===== config.mk =====
export PLATFORM = sky130hd
export DESIGN_NAME = decode_xp
export DESIGN_NICKNAME = d
export VERILOG_FILES = /design/src/rtl/decode_xp.sv
export SDC_FILE = /design/constraint.sdc
export NUM_CORES = 2
export LEC_CHECK = 0
export BUFFER_PORTS_ARGS = -buffer_cell sky130_fd_sc_hd__buf_2
export CAP_MARGIN = 20
export CELL_PAD_IN_SITES_DETAIL_PLACEMENT = 0
export CELL_PAD_IN_SITES_GLOBAL_PLACEMENT = 1
export CORE_MARGIN = 2
export CORE_UTILIZATION = 30
export DETAILED_ROUTE_END_ITERATION = 6
export PLACE_DENSITY_LB_ADDON = 0.08
export SLEW_MARGIN = 20
export SYNTH_ARGS = -nofsm -noshare
export SYNTH_HDL_FRONTEND = slang
export SYNTH_SLANG_ARGS = --single-unit

===== constraint.sdc =====
create_clock -name clk -period 11.5 [get_ports clk]
set_input_delay 3.45 -clock clk [delete_from_list [all_inputs] [get_ports clk]]
set_output_delay 3.45 -clock clk [all_outputs]
set_load 0.1 [all_outputs]

===== src/rtl/decode_xp.sv =====
// Decode stage: operand fetch with forwarding, load-use stall, and
// exception/interrupt injection into the execute instruction stream.
module decode_xp #(
    parameter int XLEN = 32,
    parameter int NREG = 32,
    parameter int NBYP = 3
) (
    input  logic                 clk,
    input  logic                 rst,
    input  logic [XLEN-1:0]      pc_in,
    input  logic [31:0]          ir_in,
    input  logic                 flush,
    input  logic                 irq,
    input  logic [NBYP*5-1:0]    byp_rc,
    input  logic [NBYP*XLEN-1:0] byp_data,
    input  logic [NBYP-1:0]      byp_wr,
    input  logic [NBYP-1:0]      byp_ld,
    input  logic                 rf_we,
    input  logic [4:0]           rf_wa,
    input  logic [XLEN-1:0]      rf_wd,
    output logic [XLEN-1:0]      a_next,
    output logic [XLEN-1:0]      b_next,
    output logic [XLEN-1:0]      d_next,
    output logic [XLEN-1:0]      pc_next,
    output logic [31:0]          ir_next,
    output logic [XLEN-1:0]      j_addr,
    output logic [XLEN-1:0]      br_addr,
    output logic                 op_jmp,
    output logic                 op_beq,
    output logic                 op_bne,
    output logic                 zr,
    output logic                 stall,
    output logic                 exc_ill,
    output logic                 exc_irq
);

    localparam int AW = $clog2(NREG);
    localparam logic [AW-1:0] ZR = AW'(NREG - 1);

    // NOP = ADD R31,R31,R31; exception = BNE R31 -> XP (R30), lit 0
    localparam logic [31:0] INST_NOP        = 32'h83FF_F800;
    localparam logic [31:0] INST_BNE_EXCEPT = 32'h77DF_0000;

    localparam logic [5:0] OP_LD  = 6'b011000;
    localparam logic [5:0] OP_ST  = 6'b011001;
    localparam logic [5:0] OP_JMP = 6'b011011;
    localparam logic [5:0] OP_BEQ = 6'b011100;
    localparam logic [5:0] OP_BNE = 6'b011101;
    localparam logic [5:0] OP_LDR = 6'b011111;

    logic [31:0]     ir_d;
    logic [XLEN-1:0] pc_d;
    logic            irq_pend;
    logic [XLEN-1:0] rf [NREG];

    logic [5:0]      op;
    logic [AW-1:0]   ra, rb, rc, addr2;
    logic            is_ld, is_st, is_jmp, is_beq, is_bne, is_ldr;
    logic            is_alu, is_alu_l, is_alu_r, legal, use2;
    logic [XLEN-1:0] rf1, rf2, fwd1, fwd2, sext;
    logic            ld1, ld2;
    logic            live, inj_irq, inj_ill, inject, pass;

    assign op = ir_d[31:26];
    assign rc = ir_d[21 +: AW];
    assign ra = ir_d[16 +: AW];
    assign rb = ir_d[11 +: AW];

    assign is_ld  = op == OP_LD;
    assign is_st  = op == OP_ST;
    assign is_jmp = op == OP_JMP;
    assign is_beq = op == OP_BEQ;
    assign is_bne = op == OP_BNE;
    assign is_ldr = op == OP_LDR;

    // ALU rows 10xxxx (register) and 11xxxx (literal) share one column map
    assign is_alu = op[5] &&
        (op[3:0] inside {4'd0, 4'd1, [4'd4:4'd6], [4'd8:4'd14]});
    assign is_alu_l = is_alu && op[4];
    assign is_alu_r = is_alu && !op[4];
    assign legal = is_ld | is_st | is_jmp | is_beq
                 | is_bne | is_ldr | is_alu;
    assign use2  = is_alu_r | is_st;
    assign addr2 = is_st ? rc : rb;

    always_comb begin
        rf1 = rf[ra];
        rf2 = rf[addr2];
        if (rf_we && rf_wa[AW-1:0] == ra)
            rf1 = rf_wd;
        if (rf_we && rf_wa[AW-1:0] == addr2)
            rf2 = rf_wd;
        if (ra == ZR)
            rf1 = '0;
        if (addr2 == ZR)
            rf2 = '0;
    end

    // walk oldest to youngest so the lowest matching index wins
    always_comb begin
        fwd1 = rf1;
        fwd2 = rf2;
        ld1  = 1'b0;
        ld2  = 1'b0;
        for (int i = NBYP - 1; i >= 0; i--) begin
            if (byp_wr[i] && ra != ZR &&
                byp_rc[i*5 +: AW] == ra) begin
                fwd1 = byp_data[i*XLEN +: XLEN];
                ld1  = byp_ld[i];
            end
            if (byp_wr[i] && addr2 != ZR &&
                byp_rc[i*5 +: AW] == addr2) begin
                fwd2 = byp_data[i*XLEN +: XLEN];
                ld2  = byp_ld[i];
            end
        end
    end

    assign stall   = !rst && (ld1 || (use2 && ld2));
    assign live    = !rst && !stall && ir_d != INST_NOP;
    assign inj_irq = live && irq_pend;
    assign inj_ill = live && !irq_pend && !legal;
    assign inject  = inj_irq | inj_ill;
    assign pass    = !rst && !stall && !inject;

    always_comb begin
        ir_next = ir_d;
        unique case (1'b1)
            rst, stall: ir_next = INST_NOP;
            inject:     ir_next = INST_BNE_EXCEPT;
            default:    ir_next = ir_d;
        endcase
    end

    assign sext    = {{(XLEN-16){ir_d[15]}}, ir_d[15:0]};
    assign br_addr = pc_d + {sext[XLEN-3:0], 2'b00};
    assign a_next  = is_ldr ? br_addr : fwd1;
    assign b_next  = (is_ld || is_st || is_alu_l) ? sext : fwd2;
    assign d_next  = fwd2;
    assign j_addr  = fwd1;
    assign zr      = fwd1 == '0;
    assign pc_next = pc_d;
    assign op_jmp  = pass && is_jmp;
    assign op_beq  = pass && is_beq;
    assign op_bne  = pass && is_bne;
    assign exc_ill = inj_ill;
    assign exc_irq = inj_irq;

    always_ff @(posedge clk) begin
        if (rst) begin
            ir_d     <= INST_NOP;
            pc_d     <= '0;
            irq_pend <= 1'b0;
        end else begin
            if (!stall) begin
                pc_d <= pc_in;
                // an injection kills the instruction right behind it
                ir_d <= (flush || inject) ? INST_NOP : ir_in;
            end
            if (inj_irq)
                irq_pend <= 1'b0;
            else if (irq && !pc_d[XLEN-1])
                irq_pend <= 1'b1;
        end
    end

    always_ff @(posedge clk) begin
        if (rf_we)
            rf[rf_wa[AW-1:0]] <= rf_wd;
    end

endmodule


==> summary.txt <==
Route
  • Iter 0 DRT Violations: between 4000 and 5000
  • Residual DRC: 0
  • Vias/cell: roughly 5.9
  • Final ANT Viol Nets: 0
  • Routed WL: around 270000 um
  • Via count: 41745
  • WL/cell: approximately 37 um
  • Router iterations before antenna repair: 7

Hold path
  • Worst Hold Class: flip-flop to flip-flop

Layout
  • Commonest non-fill, non-tap cell in the layout: edfxtp_1
  • Final #Nets: 4790
  • # fillers: around 18000
  • Most frequent cells in the layout: 1024 x edfxtp_1, 470 x mux2i_1, 382 x buf_2
  • Ratio of cells with drive above 1 in the final layout: 0.279
  • Area growth, synth to finish: 19.8%
  • Design area: 0.0672 mm^2

Synth
  • Top cell type's share of synthesized area: 0.548
  • Synth Flop Type: edfxtp_1
  • Area contributors post-synth: edfxtp_1 55%, mux4_2 8.7%, mux2i_1 8.4%
  • Synthesized Nets: around 4400
  • Yosys top cell by area: edfxtp_1
  • Cell Area, Synth: about 0.056 mm^2
  • Synthesized flop and latch total: approximately 1100
  • Share of flip-flops with an asynchronous set or reset: 0
  • Mean Syn Cell Area: roughly 14 um^2
  • Netlist cell types: just under 80
  • Yosys warnings: 0
  • Seq/Total Area, Yosys: 0.573
  • Syn Inst Count: ~4100
  • Number of synthesized flops with an enable pin: between 1000 and 1500

Floorplan
  • Die W: roughly 440 um
  • Initial Utilization: 0.302
  • CORE AREA: 0.186 mm^2
  • Std cell rows: 158
  • Die footprint: 0.191 mm^2
  • Die Ht: 436 um
  • I/O Pins: around 450

STA
  • Final period util: 0.981
  • Fin crit period: between 10000 and 15000 ps
  • Clk_skew: ~27 ps
  • Final hold vios: 0
  • # setup viols final: 0
  • Setup ws final: between 200 and 250 ps
  • Slew Viols, Final: 0
  • Slew at the pin closest to its max-slew limit: 1240 ps
  • RSZ-0062 raised after global routing: no
  • Fmax: just under 90 MHz
  • Relative slew slack: 0.168

Clock network
  • CTS tree: done
  • H-tree levels: 3
  • Post-CTS Hold Fix Bufs: 0
  • Sink Count: between 1000 and 1500
  • Clock-pin transition on the worst setup and hold timing paths: roughly 60 ps
  • CTS root buffer: clkbuf_16
  • Post-CTS setup buffers: 0
  • Clock buffer depth: 3
  • Total clock buffers created by CTS: around 120
  • Worst-skew pair later-pin latency: 790 ps

Worst setup path
  • Crit path max fanout: 16
  • WS Path Type: input port to output port
  • Setup crit start kind: input port
  • Critical path endpoint category: output port
  • WP data required: between 8000 and 9000 ps
  • CP arrival: slightly below 8000 ps

Power and ir drop
  • PwrDens: between 150 and 200 mW/mm^2
  • Seq pwr share: 0.414
  • Leakage: around 0.026 uW
  • Internal: between 7000 and 8000 uW
  • Logic pwr share: 0.220
  • Pwr Total: 10800 uW
  • Clock power frac: 0.366
  • Switching Share: 0.326
  • P_sw: roughly 3500 uW
  • VDD IR max: approximately 0.00013 V

Global routing
  • All-Layer GR Usage: 0.272
  • Grt ovf: 0
  • Number of global-route vias before repair: 41467
  • Largest net degree at the start of global routing: approximately 110
  • First-pass GRT wire length: 359000 um
  • Antenna violations before repair: 28

Job
  • Max Cap Viol: 0

Placed design
  • Place WS: -607 ps
  • DP Area: around 0.063 mm^2
  • I/O Buffers: 453
  • RD Place Congestion: between 0.9 and 1
  • Hpwl dp: 172000 um

Status
  • Outcome: finished, final reports clean
[area by class of cell]
| type | instances | area (um^2) | area share |
|---|---|---|---|
| Multi-Input combinational cell | 2633 | 23000 | 0.342 |
| Tap cell | 2480 | 3100 | 0.0462 |
| Timing Repair Buffer | 636 | 4820 | 0.0717 |
| Sequential cell | 1094 | 32200 | 0.479 |
| Clock inverter | 72 | 761 | 0.0113 |
| Clock buffer | 150 | 3180 | 0.0473 |
| Inverter | 51 | 191 | 0.00285 |
| Antenna cell | 11 | 27.5 | 0.000410 |
[state kept, by name (all words and copies together) (netlist names), named ones only]
register and flops:
ir_d 32, irq_pend 1, pc_next 32, rf 1024
[metrics by stage]
stage,cells,util,hold slack (ps),setup TNS (ps)
floorplan,4103,-,479,-7.41
global placement,6892,0.340,470,-1970
detailed placement,6893,0.341,477,-607
CTS,7115,0.362,486,0
global route,7117,0.362,508,0
finish,7127,0.362,483,0
[synth_stat cells (8+ instances only)]
| library cell | instances |
|---|---|
| a211oi_1 | 14 |
| a21o_1 | 35 |
| a21oi_1 | 117 |
| a221oi_1 | 31 |
| a22oi_1 | 71 |
| a2bb2oi_1 | 13 |
| a31oi_1 | 41 |
| and2_1 | 21 |
| and3_1 | 38 |
| and4_1 | 9 |
| buf_1 | 24 |
| buf_2 | 91 |
| buf_4 | 24 |
| clkbuf_1 | 182 |
| dfxtp_1 | 70 |
| edfxtp_1 | 1024 |
| ha_1 | 29 |
| inv_1 | 51 |
| mux2_2 | 164 |
| mux2i_1 | 472 |
| mux4_2 | 218 |
| nand2_1 | 223 |
| nand2b_1 | 22 |
| nand3_1 | 48 |
| nand3b_1 | 25 |
| nand4_1 | 21 |
| nor2_1 | 172 |
| nor2b_1 | 16 |
| nor3_1 | 116 |
| nor4_1 | 37 |
| o211ai_1 | 42 |
| o21a_1 | 15 |
| o21ai_0 | 91 |
| o21ai_1 | 9 |
| o221ai_1 | 29 |
| o22a_1 | 30 |
| o22ai_1 | 243 |
| o31ai_1 | 20 |
| o32ai_1 | 13 |
| or2_2 | 8 |
| or3_1 | 31 |
| or4_1 | 18 |
| xnor2_1 | 28 |
| xor2_1 | 31 |
[metal layers]
| metal | up-vias | GRT usage | wire, um | part of all wire |
|---|---|---|---|---|
| met4 | 16 | 0.0925 | 9380 | 0.035 |
| met1 | 21964 | 0.369 | 114000 | 0.43 |
| met3 | 395 | 0.0460 | 19000 | 0.071 |
| met5 | - | 0 | 100 | 0.00038 |
| li1 | 17417 | - | - | - |
| met2 | 1953 | 0.438 | 124000 | 0.46 |
[final timing paths]
kind / slack [ps] / to / cells after the start / startpoint
setup reg to reg: 6090 / pc_next[3] / 12 / ir_d[29]
hold reg to reg: 480 / pc_next[27] / 2 / pc_next[27]
setup / recovery: 220 / zr / 14 / byp_rc[13]
hold / removal: 480 / pc_next[27] / 2 / pc_next[27]
[logic make-up after synthesis]
| group | after synthesis | synth area share |
|---|---|---|
| fa+ha+maj | 30 | 0.00682 |
| mux | 854 | 0.205 |
| simple gates | 826 | 0.0733 |
| xor+xnor | 59 | 0.00921 |
| compound gates | 864 | 0.104 |
| flops | 1094 | 0.573 |
| buf+inv | 376 | 0.0293 |
[repair_timing]
| action | in CTS | in global routing |
|---|---|---|
| pin swaps | 1 | 1 |
| gates cloned | 0 | 0 |
| setup endpoints to repair | 1 | 1 |
| gates resized for setup | 3 | 0 |
[power groups by stage]
| stage | clock, uW | combinational [uW] | sequential (uW) |
|---|---|---|---|
| 4_1_cts | 4030 | 2370 | 4470 |
| 2_1_floorplan | 0 | 1470 | 4570 |
| 3_5_place_dp | 0 | 2360 | 4550 |
| 5_1_grt | 4170 | 2450 | 4470 |
| 3_3_place_gp | 0 | 2370 | 4550 |
| 6_report | 3960 | 2380 | 4470 |
[worst max-delay path: stages]
cell,delay [ps]
buf_2,140
xor2_1,140
nor3_1,520
a31oi_1,200
buf_4,210
and2_1,490
a221o_1,430
o21ai_0,480
buf_4,230
nand4b_1,140
nor4_4,370
nand4_1,210
nor4_4,510
buf_12,260
Note: power is estimated with default switching activity, not from simulation.
